--- src/rtl/pending_request_scheduler.sv ---
// pending_request_scheduler
//   Collects one-cycle request pulses from 8 sources into a pending vector and
//   offers one source at a time to a consumer. It always picks the lowest
//   eligible index, where a source is eligible if it is pending and not masked.
//   Once a grant is offered it is held until accepted. After each accepted grant
//   the scheduler idles for HOLDOFF cycles. A request that arrives for a source
//   that is already pending is a collision, and the number of cycles containing
//   a collision is counted in a saturating counter.
//
// Ports
//   clk        : single clock, rising edge
//   reset      : synchronous, active-high reset
//   req_in     : [7:0] request pulses, bit i = source i
//   mask       : [7:0] bit i = 1 keeps pending source i from being selected
//   out_ready  : consumer accepts the offered grant
//   out_valid  : a grant is being offered
//   out_pos    : [2:0] granted source index (meaningful while out_valid = 1)
//   pending    : [7:0] registered pending-request vector
//   drop_count : [7:0] saturating collision-cycle counter
module pending_request_scheduler #(
  parameter int HOLDOFF = 2
) (
  input  logic       clk,
  input  logic       reset,
  input  logic [7:0] req_in,
  input  logic [7:0] mask,
  input  logic       out_ready,
  output logic       out_valid,
  output logic [2:0] out_pos,
  output logic [7:0] pending,
  output logic [7:0] drop_count
);

  typedef enum logic [1:0] {IDLE, OFFER, HOLD} state_t;

  localparam logic [3:0] HOLD_CNT = 4'(HOLDOFF);

  state_t     state_q;
  logic       out_valid_q;
  logic [2:0] out_pos_q;
  logic [7:0] pending_q, pending_d;
  logic [7:0] drop_q, drop_d;
  logic [3:0] hold_q;

  logic       hs;
  logic [7:0] clr_vec;
  logic [7:0] coll;
  logic [7:0] eligible;

  function automatic logic [2:0] lowest_idx(input logic [7:0] v);
    logic [2:0] idx;
    idx = 3'd0;
    for (int i = 7; i >= 0; i--) begin
      if (v[i]) idx = 3'(i);
    end
    return idx;
  endfunction

  function automatic logic [7:0] sat_inc(input logic [7:0] c);
    return (c == 8'hFF) ? c : c + 8'd1;
  endfunction

  // Next-state for the pending vector and drop counter. A bit cleared by the
  // handshake and re-requested in the same cycle ends up set again through
  // the OR with req_in, and it is not treated as a collision.
  always_comb begin
    hs        = out_valid_q & out_ready;
    clr_vec   = hs ? (8'd1 << out_pos_q) : 8'd0;
    coll      = req_in & pending_q & ~clr_vec;
    pending_d = (pending_q & ~clr_vec) | req_in;
    drop_d    = (|coll) ? sat_inc(drop_q) : drop_q;
    eligible  = pending_q & ~mask;
  end

  // Selection uses the registered pending vector, so a request needs one cycle
  // to become pending and one more to be offered.
  always_ff @(posedge clk) begin
    if (reset) begin
      state_q     <= IDLE;
      out_valid_q <= 1'b0;
      out_pos_q   <= 3'd0;
      pending_q   <= 8'h00;
      drop_q      <= 8'h00;
      hold_q      <= 4'd0;
    end else begin
      pending_q <= pending_d;
      drop_q    <= drop_d;
      case (state_q)
        IDLE: begin
          if (|eligible) begin
            state_q     <= OFFER;
            out_valid_q <= 1'b1;
            out_pos_q   <= lowest_idx(eligible);
          end
        end
        OFFER: begin
          // The grant stays fixed until it is accepted, regardless of
          // new arrivals or changes to the mask.
          if (out_ready) begin
            out_valid_q <= 1'b0;
            if (HOLD_CNT != 4'd0) begin
              state_q <= HOLD;
              hold_q  <= HOLD_CNT;
            end else begin
              state_q <= IDLE;
            end
          end
        end
        HOLD: begin
          hold_q <= hold_q - 4'd1;
          if (hold_q <= 4'd1) state_q <= IDLE;
        end
        default: begin
          state_q     <= IDLE;
          out_valid_q <= 1'b0;
        end
      endcase
    end
  end

  assign out_valid  = out_valid_q;
  assign out_pos    = out_pos_q;
  assign pending    = pending_q;
  assign drop_count = drop_q;

endmodule

--- config.mk ---
export PLATFORM = sky130hd
export DESIGN_NAME = pending_request_scheduler
export DESIGN_NICKNAME = d
export VERILOG_FILES = /design/src/rtl/pending_request_scheduler.sv
export SDC_FILE = /design/constraint.sdc
export NUM_CORES = 1
export LEC_CHECK = 0
export CAP_MARGIN = 20
export CORE_MARGIN = 2
export CORE_UTILIZATION = 47
export DETAILED_ROUTE_END_ITERATION = 12
export GPL_ROUTABILITY_DRIVEN = 1
export PLACE_DENSITY = 0.79
export SKIP_LAST_GASP = 1
export SLEW_MARGIN = 20
export SYNTH_ARGS = -nofsm -noshare
export SYNTH_HDL_FRONTEND = slang
export SYNTH_SLANG_ARGS = --single-unit
--- constraint.sdc ---
create_clock -name clk -period 2 [get_ports clk]
set_input_delay 0.4 -clock clk [delete_from_list [all_inputs] [get_ports clk]]
set_output_delay 0.4 -clock clk [all_outputs]
set_load 0.02 [all_outputs]
### Word-level counts from Yosys, hierarchy flattened

Index checks and enable logic that the tools add are counted.

| storage, ports and cells | value |
|---|---|
| output and inout port bits | 20 |
| register bits | 26 |
| word-level logic and storage cells | 53 |
| bits of input ports | 19 |

| cells by class | value |
|---|---|
| reduce and logical (&&, ||, !) cells | 9 |
| eq/ne operators | 6 |
| muxes and demuxes | 18 |
| bitwise logic cells | 10 |
| $lt $le $gt $ge | 1 |
| shift-type cells | 1 |
| add/subtract/negate cells | 2 |

Operator list:

| operator | number |
|---|---|
| 8-bit AND | 4 |
| 3-bit 2-to-1 mux | 8 |
| 8-bit inverter | 2 |
| 8-bit OR reduction | 2 |
| 8-bit by 1-bit adder with 8-bit output (second input constant) | 1 |
| 8-bit equality test (second input constant) | 1 |
| 8-bit 2-to-1 mux | 1 |
| 8-bit bitwise OR | 1 |
| 4-bit one-hot mux with 2 select lines | 1 |
| 1-bit by 3-bit left shift with 8-bit output (first input constant) | 1 |
| 2-bit 2-to-1 mux | 3 |
| 2-bit inequality test (second input constant) | 3 |
| 2-bit one-hot mux with 3 select lines | 1 |
| 2-bit AND reduction | 3 |
| 3-bit AND reduction | 2 |
| 4-bit by 1-bit less-or-equal comparator with 1-bit output (second input constant) | 1 |
| 4-bit 2-to-1 mux | 1 |
| 4-bit by 1-bit subtractor with 4-bit output (second input constant) | 1 |
| 1-bit one-hot mux with 3 select lines | 1 |
| 2-bit by 1-bit equality test with 1-bit output (second input constant) | 1 |
| 2-bit equality test (second input constant) | 1 |
| 2-bit zero test | 1 |
| 1-bit 2-to-1 mux | 2 |
| 1-bit inverter | 2 |
| other kinds (2) | 2 |

### Depth between registers and ports, before layout

Gate-level depths: netlist (run 1).

| logic depth | value |
|---|---|
| depth after elaboration | 10 |
| depth in mapped cells | 8 |
| depth with buffers taken out | 7 |

### Worst setup path after synthesis (run 1)

No wires, ideal clock.

| path | value |
|---|---|
| path kind | register to register |
| start point | register out_pos_q[0], in the netlist out_pos[0] |
| end point | register drop_q[7], in the netlist drop_count[7] |
| arrival time | 1.851 ns |
| setup slack | 0.079 ns |
| cell stages (with the launch flop) | 8 |
| clock period less this slack | 1.921 ns |
| buffers on the path | 1 |
| cells stage by stage | dfxtp_1 and3b_1 a21oi_1 a31oi_1 and4_1 buf_6 or4_1 a21oi_1 |

| between the ends | value |
|---|---|
| cells in the longest elaborated chain, start to end | 6 |

RTL lines:

| what | RTL line | text |
|---|---|---|
| start, declared | 40 | `logic [2:0] out_pos_q;` |
| start signal, assigned | 93 | `out_pos_q <= lowest_idx(eligible);` |
| 1-bit by 3-bit left shift with 8-bit output | 68 | `clr_vec = hs ? (8'd1 << out_pos_q) : 8'd0;` |
| 8-bit 2-to-1 mux | 68 |  |
| 8-bit inverter | 69 | `coll = req_in & pending_q & ~clr_vec;` |
| 8-bit AND | 69 |  |
| 8-bit OR reduction | 71 | `drop_d = (\|coll) ? sat_inc(drop_q) : drop_q;` |
| 2-bit AND reduction (no source line) | - |  |
| end signal, assigned | 87 | `drop_q <= drop_d;` |
| end, declared | 42 | `logic [7:0] drop_q, drop_d;` |

No other way between the ends.
A chain may end at the register's enable or synchronous reset.

### Final worst setup path (run 1)

| path | value |
|---|---|
| start point | register out_pos_q[1], in the netlist out_pos[1] |
| end point | register drop_q[7], in the netlist drop_count[7] |

The elaborated chain is that of the path after synthesis.

==> reports/summary.txt, run 1 <==
Critical path fanouts, max -> 7
Minimum clock period -> 1.90 ns
Grt met2 use -> 0.359
Area Growth Syn to Fin -> 37.8%
DP Cell Count -> 253
Final Max Tran Viols -> 0
Post-Syn Area -> 1370 um^2
Die H -> 57.9 um
Worst slew pin tran -> 0.332 ns
Unique cell type count in the Yosys netlist -> 33
Io pins -> 39
Power share of the clock group -> 0.276
Sequential power share -> 0.456
DR vias/cell -> 5.76
CP Capture Type -> register
Switch Pwr -> 0.390 mW
Synth Instances -> 177
Slew HR -> 0.776
Ys flop type -> dfxtp_1
1st-iter DRT viols -> 73
Worst-Skew Late Latency -> 0.32 ns
Final ANT Viol Nets -> 0
Initial antenna violation count -> 0
Hold Fails Final Rpt -> 0
Internal power -> 0.940 mW
Net Sw Frac -> 0.293
Final net count -> 249
DRT Pass-1 Iters -> 4
Area of the die -> 3360 um^2
First-pass GRT wire length -> 5760 um
Largest net degree at the start of global routing -> 16
Syn. warnings -> 0
Vias in the first global route -> 1378
Final worst path period share -> 0.952
Most frequent cells after synthesis -> a21oi_1 (29), dfxtp_1 (26), nand2_1 (19), nor2_1 (19), o21ai_0 (9)
TritonCTS buffer count -> 3
RSZ-0062 raised after global routing -> no
Share of cells above drive strength 1 -> 0.0973
Clk pin slew, worst setup/hold paths -> 0.15 ns
Fin cells -> 257
Core ar. -> 2760 um^2
M3 GR Usage -> 0.0402
Post-DP HPWL -> 2670 um
WL per Instance -> 13.5 um
Initial Util -> 0.496
Worst r2r src -> out_pos[1]$_SDFFE_PP0P_
Critical Path Source -> out_pos[1]$_SDFFE_PP0P_
Comb power frac -> 0.267
Total gr overflow -> 0
Final setup violation count -> 0
Static leakage -> 0.723 nW
CTS tree -> yes
Leading area contributor after synthesis -> dfxtp_1
CTS Hold Buffers Added -> 0
Most common cell in the netlist -> a21oi_1
CTS sink cnt -> 26
Post-synth top area share -> 0.381
Synth async-reset ratio -> 0
Met1 Track Usage GR -> 0.276
Max-Cap Viols -> 0
Hold depth -> 2
GPL Wtd Cong -> 0.876
Min-delay src -> out_pos[0]$_SDFFE_PP0P_
Synth Register Bits -> 26
Hold Path Class -> register to register
Worst EP required -> 2.27 ns
Outcome -> finished, final reports clean
Setup crit start kind -> register
ANT cells -> 0
Worst VDD drop -> 590 uV
Gr busiest metal -> met2
Routed wire length -> 3460 um
Row count -> 19
Pwr Density -> 706 nW/um^2
Root buffer cell -> clkbuf_4
Syn Area/Cell -> 7.73 um^2
Die Wd -> 57.9 um
Residual DRC -> 0
H-tree level count -> 1
PortBufs -> 38
R2R depth -> 6
Detailed-route via count -> 1481
CP Class -> register to register
Worst Clk Skew -> 0.00554 ns
Worst Path Arrival -> 2.17 ns
Final core occ -> 0.683
Post-synthesis sequential area ratio -> 0.381
Syn nets -> 199
EDFF count, synth -> 0
Fmax -> 525 MHz
Largest cells by area after synthesis -> dfxtp_1 (38%), a21oi_1 (11%), nand2_1 (5.2%), nor2_1 (5.2%), o21ai_0 (3.3%)
GRT Resource Usage Total -> 0.217
# fillers -> 231
Clock Path Buffers -> 2
## critical path, stage by stage (launching register included)
cell and delay [ns]:
dfxtp_1 0.47, and3b_1 0.23, nand2_1 0.10, a32oi_1 0.12
and4_2 0.27, or4_1 0.52, a21oi_1 0.14
## cells in the final DEF, fill, tap and decap left out, types with 7 or more instances in the layout
cell type,instances
nand2_1,19
dfxtp_1,25
nand2b_1,7
a21oi_1,29
o21ai_0,9
nor2_1,19
clkdlybuf4s50_1,37
buf_4,13
nand3_1,8
## registers in the layout, indices dropped and copies added (netlist names)
register / count
drop_count: 8
hold_q: 4
out_pos: 3
out_valid: 1
pending: 8
state_q: 2
## cell type report
cell class | count | area, um^2 | share of cell area
flip-flops and latches | 26 | 522 | 0.277
well taps | 31 | 38.8 | 0.0206
inverters | 5 | 18.8 | 0.00996
clock buffers | 3 | 22.5 | 0.0120
repair buffers | 51 | 477 | 0.253
multi-input cells | 140 | 776 | 0.412
clock inverters | 1 | 30.0 | 0.0159
## metrics by stage
step	hold WS (ns)	setup TNS (ns)	worst slack (ns)	total power [mW]	cell area [um^2]
finish	0.514	0	0.0953	1.33	1880
floorplan	0.497	0	0.0790	0.816	1370
CTS	0.542	0	0.0794	1.33	1880
global route	0.532	0	0.0105	1.40	1880
global placement	0.502	-1.93	-0.334	0.961	1830
detailed placement	0.522	-2.44	-0.405	0.970	1830
## layer usage
metal	vias to the layer above	routed length [um]
li1	731	-
met1	679	1570
met2	63	1640
met3	8	193
met4	0	51
met5	-	0
## cells by family after synthesis
logic type | synth area share
AND/OR/NAND/NOR | 0.336
AO/OA/AOI/OAI | 0.195
flip-flops | 0.381
buffers and inverters | 0.0531
adder cells (fa/ha/maj) | 0.0275
multiplexers | 0.00823
## worst paths after layout
kind                                     end  slack (ns)
hold / removal       out_pos[0]$_SDFFE_PP0P_        0.51
setup reg to reg  drop_count[7]$_SDFFE_PP0P_         0.1
hold reg to reg      out_pos[0]$_SDFFE_PP0P_        0.51
setup / recovery  drop_count[7]$_SDFFE_PP0P_         0.1
## power groups by stage
stage	registers [mW]	clock network, mW	logic, mW
3_5_place_dp	0.616	0	0.354
2_1_floorplan	0.647	0	0.169
4_1_cts	0.605	0.373	0.356
3_3_place_gp	0.613	0	0.348
5_1_grt	0.614	0.397	0.390
6_report	0.607	0.367	0.356
## timing repair
item | CTS | global route
setup buffers | 0 | 0
hold endpoints to repair | 0 | 0
setup endpoints to repair | 4 | 3
resized for setup | 2 | 1
(Power assumes the default switching activity.)
==> run 2: changes to the inputs <==
Settings changed: PLACE_DENSITY 0.79 to unset, PLACE_DENSITY_LB_ADDON set to 0.2, TNS_END_PERCENT set to 1.
==> run 2 against run 1 <==
Via count shrank 1.8%. Clock power shrank 26%. Utilization is 0.86 points lower. Critical path depth stayed put. Sequential power about the same. Combinational power about the same. Critical path type unchanged. Highest routed layer unchanged.
==> reports/summary.txt, run 2 (synthesized netlist as in run 1, its figures left out) <==
Final core occ -> 0.675
Clk pin slew, worst setup/hold paths -> 0.14 ns
Total Neg Setup Slack -> 0 ns
CTS tree -> yes
Final net count -> 248
GPL Wtd Cong -> 0.880
R2R setup slack -> 0.10 ns
Pwr Density -> 664 nW/um^2
H-tree level count -> 1
Slew HR -> 0.768
Detailed-route via count -> 1455
Largest net degree at the start of global routing -> 15
ANT cells -> 0
Fin cells -> 256
Die Wd -> 57.9 um
CTS sink cnt -> 26
Critical path fanouts, max -> 10
WL per Instance -> 13.9 um
Final setup violation count -> 0
Clock Path Buffers -> 2
Max-Cap Viols -> 0
Worst Path Arrival -> 2.18 ns
R2R depth -> 6
Final worst path period share -> 0.949
Fmax -> 527 MHz
DRT Pass-1 Iters -> 4
Post-CTS setup buffer count -> 0
Post-DP HPWL -> 2770 um
Worst slew pin tran -> 0.345 ns
CP Cell Sequence -> and3b_1 > a21oi_1 > a31oi_1 > and4_4 > or4_1 > a21oi_1
CTS Hold Buffers Added -> 0
Initial Util -> 0.496
Most common cell after layout, fill and taps aside -> clkdlybuf4s50_1
Vias in the first global route -> 1364
Row count -> 19
Worst-Skew Late Latency -> 0.34 ns
Min Hold Slack -> 0.522 ns
Core ar. -> 2760 um^2
DP Cell Count -> 252
Final Cell Area -> 1860 um^2
Total gr overflow -> 0
Worst EP required -> 2.28 ns
First-pass GRT wire length -> 5910 um
Static leakage -> 0.711 nW
PortBufs -> 38
CP bufs+invs -> 0
Final ANT Viol Nets -> 0
1st-iter DRT viols -> 60
GRT Resource Usage Total -> 0.223
Worst reg2reg endpoint -> drop_count[7]$_SDFFE_PP0P_
Endpoint of the worst hold path -> drop_count[0]$_SDFFE_PP0P_
DR vias/cell -> 5.68
Worst r2r src -> out_pos[0]$_SDFFE_PP0P_
Top routing layer used -> met4
Share of cells above drive strength 1 -> 0.0889
M1 WL -> 1550 um
Outcome -> finished, final reports clean
Minimum clock period -> 1.90 ns
Met2 wire len -> 1750 um
Min-delay src -> drop_count[0]$_SDFFE_PP0P_
Hold depth -> 2
Residual DRC -> 0
Crit path largest cell delay -> 0.52 ns
Worst VDD drop -> 586 uV
CP Class -> register to register
RSZ-0062 raised after global routing -> no
Final Max Tran Viols -> 0
CP max-delay cell -> or4_1
Area Growth Syn to Fin -> 36.0%
TritonCTS buffer count -> 3
Area of the die -> 3360 um^2
Hold Fails Final Rpt -> 0
Initial antenna violation count -> 0
Root buffer cell -> clkbuf_4
Met3 wire len -> 219 um
Setup crit start kind -> register
Io pins -> 39
Die H -> 57.9 um
Routed wire length -> 3550 um
Worst Clk Skew -> 0.00693 ns
Commonest cells after routing, fill and taps aside -> clkdlybuf4s50_1 (37), a21oi_1 (29), dfxtp_1 (26)
Worst path most repeated cell -> a21oi_1
CP Capture Type -> register
Top Family by Delay on Critical Path -> simple AND/OR/NAND/NOR gates
Placed inst area -> 1820 um^2
Hold Path Class -> register to register
## run 2: changes by cell type in the layout (fill, tap and decap cells not counted), sizes merged
cell / delta
bufinv: -1
clkbuf: +1
buf: -1
## run 2: through the flow
step                setup WS [ns]  total power [mW]
floorplan                  0.0790             0.816
global placement           -0.387             0.955
detailed placement         -0.484             0.969
CTS                         0.113              1.24
global route               0.0447              1.30
finish                      0.102              1.24
## run 2: worst max path at each step
stage,startpoint,end,slack [ns],depth (start not counted)
6_report,out_pos[0]$_SDFFE_PP0P_,drop_count[7]$_SDFFE_PP0P_,0.10,6
5_1_grt,out_pos[0]$_SDFFE_PP0P_,drop_count[7]$_SDFFE_PP0P_,0.04,6
4_1_cts,out_pos[0]$_SDFFE_PP0P_,drop_count[7]$_SDFFE_PP0P_,0.11,6
3_5_place_dp,out_ready,drop_count[5]$_SDFFE_PP0P_,-0.48,7
3_3_place_gp,out_ready,drop_count[5]$_SDFFE_PP0P_,-0.39,8
2_1_floorplan,out_pos[0]$_SDFFE_PP0P_,drop_count[7]$_SDFFE_PP0P_,0.08,7
## run 2: where the power goes
group          switching (mW)  total (mW)  leakage, nW  internal [mW]
combinational           0.181       0.359        0.476          0.177
clock                   0.162       0.273       0.0210          0.112
sequential             0.0457       0.604        0.214          0.558
## run 2: what timing repair did
item	CTS	global route
hold endpoints to repair	0	0
resized for setup	3	0
endpoints found under the setup margin	2	0
## run 2: cell type report
type / instances / area (um^2)
clock buffers: 4 / 36.3
fillers: 240 / 897
inverters: 5 / 18.8
multi-input cells: 140 / 777
flip-flops and latches: 26 / 520
well taps: 31 / 38.8
repair buffers: 50 / 469
## run 2: routing by layer
layer / vias to the layer above / track usage
met5: - / 0
met4: 0 / 0.0532
li1: 731 / -
met2: 49 / 0.391
met3: 4 / 0.0513
met1: 671 / 0.276
## run 2: tightest hold or removal path, cell delays in order (launching register included)
cell	delay [ns]
dfxtp_1	0.37
nand2_1	0.06
o21ai_0	0.06
